$ cat src/rtl/phy_pkg.sv
// Shared PHY definitions: comma symbol, deserializer FSM encoding and the
// layout of the 9-bit {valid, data} word passed to the byte un-striper.
package phy_pkg;

    localparam logic [7:0] COM_SYM   = 8'hBC;
    localparam int         VALID_BIT = 8;
    localparam int         DATA_MSB  = 7;

    typedef enum logic [1:0] {
        SEARCH = 2'd0,
        ALIGN  = 2'd1,
        ACTIVE = 2'd2
    } rx_state_e;

    function automatic logic [VALID_BIT:0] make_word(input logic valid, input logic [DATA_MSB:0] data);
        logic [VALID_BIT:0] word;
        word                = '0;
        word[VALID_BIT]     = valid;
        word[DATA_MSB:0]    = data;
        return word;
    endfunction

endpackage

$ cat src/rtl/serial_paralelo_rx_com_detect.sv
// Serial shift register and comma matcher: presents the 8 most recent bits
// (including the bit on the wire right now) and flags when they equal COM.
module com_detect
    import phy_pkg::*;
#(
    parameter logic [7:0] COM = COM_SYM
) (
    input  logic       clk8f_i,
    input  logic       reset_n_i,
    input  logic       serial_i,
    output logic [7:0] window_o,
    output logic       com_hit_o
);

    // The oldest bit of the register would fall off the window on the next
    // edge anyway, so only the 7 newest bits are kept.
    logic [6:0] shift_q;
    logic [6:0] shift_d;

    assign window_o  = {shift_q, serial_i};
    assign com_hit_o = (window_o == COM);
    assign shift_d   = window_o[6:0];

    always_ff @(posedge clk8f_i or negedge reset_n_i) begin
        if (!reset_n_i) begin
            shift_q <= '0;
        end else begin
            shift_q <= shift_d;
        end
    end

endmodule

$ cat src/rtl/serial_paralelo_rx.sv
// Receive deserializer: finds byte boundaries by locking onto repeated COM
// symbols, then emits one {valid, data} word per received byte.
module serial_paralelo_rx
    import phy_pkg::*;
#(
    parameter logic [7:0] COM        = COM_SYM,
    parameter int         N_COM_LOCK = 4,
    parameter int         CNT_W      = 3
) (
    input  logic       clk8f,
    input  logic       reset,
    input  logic       serial_in,
    output logic [8:0] paralelo,
    output logic       byte_strobe,
    output logic       active
);

    localparam logic [CNT_W-1:0] LOCK_LAST = CNT_W'(N_COM_LOCK - 1);

    rx_state_e        state_q, state_d;
    logic [2:0]       bit_cnt_q, bit_cnt_d;
    logic [CNT_W-1:0] com_cnt_q, com_cnt_d;
    logic [8:0]       paralelo_q, paralelo_d;
    logic             strobe_q, strobe_d;
    logic             active_q, active_d;

    logic [7:0]       window;
    logic             com_hit;
    logic             boundary;

    com_detect #(
        .COM (COM)
    ) u_com_detect (
        .clk8f_i   (clk8f),
        .reset_n_i (reset),
        .serial_i  (serial_in),
        .window_o  (window),
        .com_hit_o (com_hit)
    );

    assign boundary = (bit_cnt_q == 3'd7);

    always_ff @(posedge clk8f or negedge reset) begin
        if (!reset) begin
            state_q    <= SEARCH;
            bit_cnt_q  <= '0;
            com_cnt_q  <= '0;
            paralelo_q <= '0;
            strobe_q   <= 1'b0;
            active_q   <= 1'b0;
        end else begin
            state_q    <= state_d;
            bit_cnt_q  <= bit_cnt_d;
            com_cnt_q  <= com_cnt_d;
            paralelo_q <= paralelo_d;
            strobe_q   <= strobe_d;
            active_q   <= active_d;
        end
    end

    // A COM found while searching defines the boundary: resetting bit_cnt on
    // that edge makes every 8th edge after it a boundary.
    always_comb begin
        state_d    = state_q;
        bit_cnt_d  = bit_cnt_q + 3'd1;
        com_cnt_d  = com_cnt_q;
        paralelo_d = paralelo_q;
        strobe_d   = 1'b0;
        active_d   = active_q;

        case (state_q)
            SEARCH: begin
                bit_cnt_d = '0;
                if (com_hit) begin
                    com_cnt_d = CNT_W'(1);
                    state_d   = ALIGN;
                end
            end
            ALIGN: begin
                if (boundary) begin
                    if (com_hit) begin
                        if (com_cnt_q == LOCK_LAST) begin
                            state_d  = ACTIVE;
                            active_d = 1'b1;
                        end else begin
                            com_cnt_d = com_cnt_q + CNT_W'(1);
                        end
                    end else begin
                        com_cnt_d = '0;
                        bit_cnt_d = '0;
                        state_d   = SEARCH;
                    end
                end
            end
            ACTIVE: begin
                if (boundary) begin
                    strobe_d   = 1'b1;
                    paralelo_d = com_hit ? make_word(1'b0, COM) : make_word(1'b1, window);
                end
            end
            default: begin
                state_d   = SEARCH;
                bit_cnt_d = '0;
                com_cnt_d = '0;
            end
        endcase
    end

    assign paralelo    = paralelo_q;
    assign byte_strobe = strobe_q;
    assign active      = active_q;

endmodule
$ cat config.mk
export PLATFORM = sky130hd
export DESIGN_NAME = serial_paralelo_rx
export DESIGN_NICKNAME = d
export VERILOG_FILES = /design/src/rtl/phy_pkg.sv /design/src/rtl/serial_paralelo_rx_com_detect.sv /design/src/rtl/serial_paralelo_rx.sv
export SDC_FILE = /design/constraint.sdc
export NUM_CORES = 1
export LEC_CHECK = 0
export CAP_MARGIN = 20
export CORE_ASPECT_RATIO = 0.75
export CORE_MARGIN = 8
export CORE_UTILIZATION = 48
export CTS_CLUSTER_SIZE = 8
export DETAILED_ROUTE_END_ITERATION = 10
export GPL_ROUTABILITY_DRIVEN = 0
export PLACE_DENSITY = 0.8
export RECOVER_POWER = 100
export SLEW_MARGIN = 20
export SYNTH_ARGS = -nofsm -noshare
export SYNTH_HDL_FRONTEND = slang
export SYNTH_HIERARCHICAL = 1
export SYNTH_SLANG_ARGS = --single-unit
$ cat constraint.sdc
create_clock -name clk8f -period 1.6 [get_ports clk8f]
set_clock_uncertainty 0.1 [all_clocks]
set_input_delay 0.32 -clock clk8f [delete_from_list [all_inputs] [get_ports clk8f]]
set_output_delay 0.32 -clock clk8f [all_outputs]
set_load 0.02 [all_outputs]
==> impl_metrics.tcl, run 1 <==
set metrics [dict create \
    status "finished with violations" \
    failed_checks "negative setup slack" \
    crit_path_start "u_com_detect/shift_q[5]" \
    relSlewSlack 0.572 \
    overflow 0 \
    r2r_end "state_q[0]" \
    muxShareOfSynthArea 0 \
    via_per_inst 5.42 \
    finalMaxSlewViolations 0 \
    crit_path_end_kind "flip-flop" \
    p_leak_nw 0.790 \
    dpl_cell_area_mm2 0.00146 \
    place_hpwl_um 1820 \
    io_buffers 13 \
    cts-root-buf "clkbuf_4" \
    whs_endpoint "paralelo[6]" \
    postRouteAntennaNets 0 \
    drive_above_1_share 0.369 \
    synth_top_family_by_area "simple AND/OR/NAND/NOR gates" \
    yosysSeqAreaShare 0.568 \
    grt_max_degree 27 \
    clk_pin_slew_ns 0.14 \
    critPathMaxFanout 5 \
    clock_sinks 26 \
    grt_use_total 0.133 \
    power_density_mw_per_mm2 798 \
    fmax_mhz 547 \
    final_cell_mix "dfrtp_1, buf_4, nand2_1, o21ai_1, dlygate4sd2_1" \
    synth-simple-area-share 0.178 \
    reg2reg_slack_ns -0.23 \
    hp-class "flip-flop to flip-flop" \
    synth-compound-area-share 0.139 \
    setup_slack_ns -0.230 \
    drt_iter0_drc 65 \
    finalSetupViolCount 17 \
    cp.required_ns 1.78 \
    chipHeight_um 58.3 \
    vias 991 \
    criticalPathCategory "flip-flop to flip-flop" \
    die-area_mm2 0.00422 \
    clk_latency_ns 0.34 \
    hold_depth 2 \
    synth_edf_count 0 \
    grt_pass1_vias 913 \
    cp-start-kind "flip-flop" \
    yosys.cell_types.count 32 \
    antenna_cells 0 \
    num_io_pins 14 \
    syn_area_mm2 0.00115 \
    grt_pass1_wl_um 4240 \
    synth-xor-area-share 0 \
    p_total_w 0.00136 \
    syn_inst 103 \
    ys_seq_elements 26 \
    hold_ws_ns 0.395 \
    fillers 145 \
    antenna_found_initial 0 \
    drc_errors 0 \
    hp-start "paralelo[6]" \
    ir_worst_vdd_mv 0.622 \
    layout_commonest_cell "dfrtp_1" \
    core_mm2 0.00229 \
    cts_htree_levels 1 \
    wl_per_cell_um 18.0 \
    fin_crit_sh 1.14 \
    rr_worst_depth 7 \
    ys.flop_type "dfrtp_1" \
    arrival_ns 2.01 \
    drt-total-wl_um 3290 \
    final_nets 160 \
    numCtsBuffers 3 \
    clk_path_buf_depth 2 \
    initial_core_util 0.501 \
    area_growth_pct 48.1 \
    synth_area_per_cell_um2 11.1 \
    worst_slew_pin_slew_ns 0.642 \
    row_count 15 \
    hold_buffers 0 \
    hold_viol 0 \
    tritoncts "built" \
    rsz0062_at_grt "true" \
    die_x_um 72.4 \
    reg2reg_from "u_com_detect/shift_q[5]" \
    stdcell_area_mm2 0.00170 \
    first_pass_iters 4 \
    min_period_ns 1.83 \
    async_flop_share 1.00 \
    yosysWarnings 6 \
    maxCapViolations 0 \
    synthAdderAreaFrac 0.0764 \
    synth_nets 113 \
]
where the power goes:
group          total (W)  switching, W  internal [W]
clock network   0.000457      0.000203      0.000254
logic           0.000197      0.000104     0.0000929
registers       0.000701     0.0000196      0.000682
total            0.00136      0.000327       0.00103
layer usage:
layer / global-route usage / routed length (µm)
met1: 0.149 / 1390
met2: 0.223 / 1600
met3: 0.0441 / 163
met4: 0.0682 / 134
met5: 0 / 0
logic make-up (layout without fill, tap and decap cells):
| kind of cell | count (synthesis) | after routing |
|---|---|---|
| and+or+nand+nor | 36 | 36 |
| DFF | 26 | 26 |
| AOI/OAI and AO/OA | 24 | 24 |
| buffers and inverters | 10 | 56 |
| adders and majority gates | 7 | 7 |
state kept, by name, indices dropped and copies added, names as in the netlist:
name	cells
paralelo	9
u_com_detect/shift_q	7
bit_cnt_q	3
com_cnt_q	3
state_q	2
active	1
byte_strobe	1
metrics by stage:
step / worst slack, ns / std cells / util / setup TNS (ns)
2_1_floorplan: -0.0713 / 103 / - / -0.0821
3_3_place_gp: -0.400 / 165 / 0.636 / -4.28
3_5_place_dp: -0.457 / 165 / 0.636 / -4.78
4_1_cts: -0.150 / 174 / 0.676 / -0.393
5_1_grt: -0.270 / 183 / 0.742 / -2.06
6_report: -0.230 / 183 / 0.742 / -1.64
cell usage after synthesis, types with 2 or more instances:
| cell | count | area, µm² |
|---|---|---|
| o21ai_1 | 2 | 10.0 |
| nor2b_1 | 3 | 18.8 |
| o31a_1 | 2 | 17.5 |
| o31ai_1 | 2 | 15.0 |
| ha_1 | 7 | 87.6 |
| nand2b_1 | 5 | 31.3 |
| dfrtp_1 | 26 | 651 |
| o21ai_0 | 10 | 50.1 |
| and3b_1 | 2 | 17.5 |
| nand2_1 | 12 | 45.0 |
| inv_1 | 5 | 18.8 |
| buf_2 | 3 | 15.0 |
| nor2_1 | 5 | 18.8 |
area by class of cell:
class	instances	area, µm²	share of cell area
Clock buffer	3	22.5	0.0133
Timing Repair Buffer	47	380	0.224
Tap cell	34	42.5	0.0251
Clock inverter	1	30.0	0.0177
Multi-Input combinational cell	67	553	0.326
Sequential cell	26	651	0.383
Inverter	5	18.8	0.0111
how the worst max path moves through the flow:
stage,endpoint,slack [ns],cells after the start
final,state_q[0],-0.23,7
after global routing,state_q[0],-0.27,7
after CTS,state_q[1],-0.15,5
after detailed placement,com_cnt_q[1],-0.46,6
after global placement,state_q[1],-0.40,5
after floorplan,state_q[1],-0.07,6
worst max-delay path: stages, from the launching register on:
cell and delay (ns):
dfrtp_1 0.41, nand4b_1 0.23, nor4_2 0.25, buf_4 0.20, buf_4 0.11, nand2_1 0.05
nor4_2 0.24, a311o_1 0.19
timing repair:
action,CTS,global route
gates resized for setup,15,29
endpoints found under the setup margin,27,17
cloned,0,1
pin swaps,2,7
buffers inserted,5,8
No activity file was read; power rests on OpenSTA's default activity.
==> inputs of run 2 (changes only) <==
Settings changed: PLACE_DENSITY 0.8 to 0.83.
==> run 2 against run 1 <==
The flow still finishes with violations (negative setup slack). Setup slack lost 0.17 ns. Sequential share of layout area is 1.9 points higher. Flip-flop and latch count is the same.
==> impl_metrics.tcl, run 2 (same netlist as run 1, synthesis figures left out) <==
set metrics [dict create \
    grt_pass1_wl_um 4210 \
    clock_sinks 26 \
    failed_checks "negative setup slack" \
    rr_worst_depth 6 \
    hold_ws_ns 0.355 \
    hold_buffers 0 \
    slowest_stage "or4_4" \
    place_hpwl_um 1790 \
    final_cell_mix "dfrtp_1, buf_4, nand2_1, dlygate4sd2_1, clkbuf_4" \
    finalMaxSlewViolations 0 \
    die_x_um 72.4 \
    setup_slack_ns -0.403 \
    fmax_mhz 499 \
    hp-class "flip-flop to flip-flop" \
    area_growth_pct 41.2 \
    cpPeakStageDelay_ns 0.52 \
    worst_slew_pin_slew_ns 0.631 \
    reg2reg_from "u_com_detect/shift_q[5]" \
    postRouteAntennaNets 0 \
    row_count 15 \
    crit_path_start "u_com_detect/shift_q[5]" \
    antenna_found_initial 0 \
    vias 919 \
    ir_worst_vdd_mv 0.462 \
    num_io_pins 14 \
    reg2reg_slack_ns -0.40 \
    cp-endpoint "com_cnt_q[2]" \
    antenna_cells 0 \
    clk_path_buf_depth 2 \
    tritoncts "built" \
    grt_max_degree 27 \
    cts_htree_levels 1 \
    min_period_ns 2.00 \
    drt-total-wl_um 2930 \
    first_pass_iters 4 \
    via_per_inst 5.19 \
    wl_per_cell_um 16.6 \
    fillers 154 \
    cp.required_ns 1.77 \
    critPathMaxFanout 4 \
    finalSetupViolCount 18 \
    final_nets 155 \
    clk_latency_ns 0.33 \
    rsz0062_at_grt "true" \
    grt_pass1_vias 873 \
    grt_use_total 0.131 \
    maxCapViolations 0 \
    drt_iter0_drc 57 \
    arrival_ns 2.17 \
    status "finished with violations" \
    die-area_mm2 0.00422 \
    core_mm2 0.00229 \
    criticalPathCategory "flip-flop to flip-flop" \
    path_cells "nand4b_1, nor4_4, buf_4, nand2_4, or4_4, o21ai_2" \
    power_density_mw_per_mm2 740 \
    cts-root-buf "clkbuf_4" \
    layout_commonest_cell "dfrtp_1" \
    drive_above_1_share 0.329 \
    cp-start-kind "flip-flop" \
    drc_errors 0 \
    hold_viol 0 \
    relSlewSlack 0.579 \
    chipHeight_um 58.3 \
    largest_reg_flops 9 \
    r2r_end "com_cnt_q[2]" \
    initial_core_util 0.501 \
    p_leak_nw 0.783 \
    clk_pin_slew_ns 0.13 \
    overflow 0 \
    numCtsBuffers 3 \
    io_buffers 13 \
    fin_crit_sh 1.25 \
    fin_tns_setup_ns -2.72 \
    crit_path_end_kind "flip-flop" \
]
run 2: cell types whose count changed in the layout (fill, tap and decap cells not counted), moves of 3 or more:
cell	change
nand2b_1	+4
ha_4	-3
o21ai_1	-8
buf_4	-4
nand2b_4	-4
o21ai_0	+5
run 2: timing repair:
item,4_1_cts,5_1_grt
setup endpoints to repair,19,17
gates cloned,0,1
resized for setup,18,19
buffers inserted,4,5
pin swaps,5,6
run 2: cell type report:
type	instances	area, µm²	area share
flip-flops and latches	26	651	0.402
multi-input cells	67	532	0.329
repair buffers	42	352	0.217
well taps	34	42.5	0.0263
clock buffers	3	22.5	0.0139
inverters	5	18.8	0.0116
run 2: worst min-delay path by stage:
stage / from / end / cells past startpoint
after floorplan: reset / active / 0
after global placement: u_com_detect/shift_q[5] / u_com_detect/shift_q[6] / 0
after detailed placement: u_com_detect/shift_q[5] / u_com_detect/shift_q[6] / 0
after CTS: reset / byte_strobe / 2
after global routing: bit_cnt_q[0] / bit_cnt_q[0] / 1
final: bit_cnt_q[0] / bit_cnt_q[0] / 1
run 2: routing by layer:
| layer | track usage | vias up | wire length, µm |
|---|---|---|---|
| met3 | 0.0559 | 6 | 154 |
| met1 | 0.148 | 458 | 1260 |
| met5 | 0 | - | 0 |
| met2 | 0.193 | 19 | 1450 |
| met4 | 0.0966 | 0 | 69 |
| li1 | - | 436 | - |
run 2: per-stage QoR:
step	cell area, µm²	utilization	worst slack, ns	std cells	total power [W]
after floorplan	1150	-	-0.0713	103	0.000782
after global placement	1460	0.636	-0.466	165	0.000856
after detailed placement	1460	0.636	-0.525	165	0.000870
after CTS	1520	0.664	-0.260	172	0.00117
after global routing	1620	0.707	-0.464	177	0.00124
final	1620	0.707	-0.403	177	0.00120
run 2: power by group:
part	leakage [nW]	switching, W	total [W]	internal, W
Sequential	0.299	0.0000157	0.000697	0.000682
Combinational	0.470	0.000116	0.000223	0.000107
Clock	0.0138	0.000188	0.000277	0.0000886
run 2: worst max-delay path, delay by kind of cell, from the launching register on:
family | cells | cell delay [ns]
buffers and inverters | 1 | 0.20
and+or+nand+nor | 4 | 1.17
AOI/OAI and AO/OA | 1 | 0.07
DFF | 1 | 0.40
==> inputs of run 3 (changes only) <==
Settings changed: ABC_CLOCK_PERIOD_IN_PS from default to 1600.
==> results of run 3 <==
Final layout, timing and power as in run 2 (identical DEF).
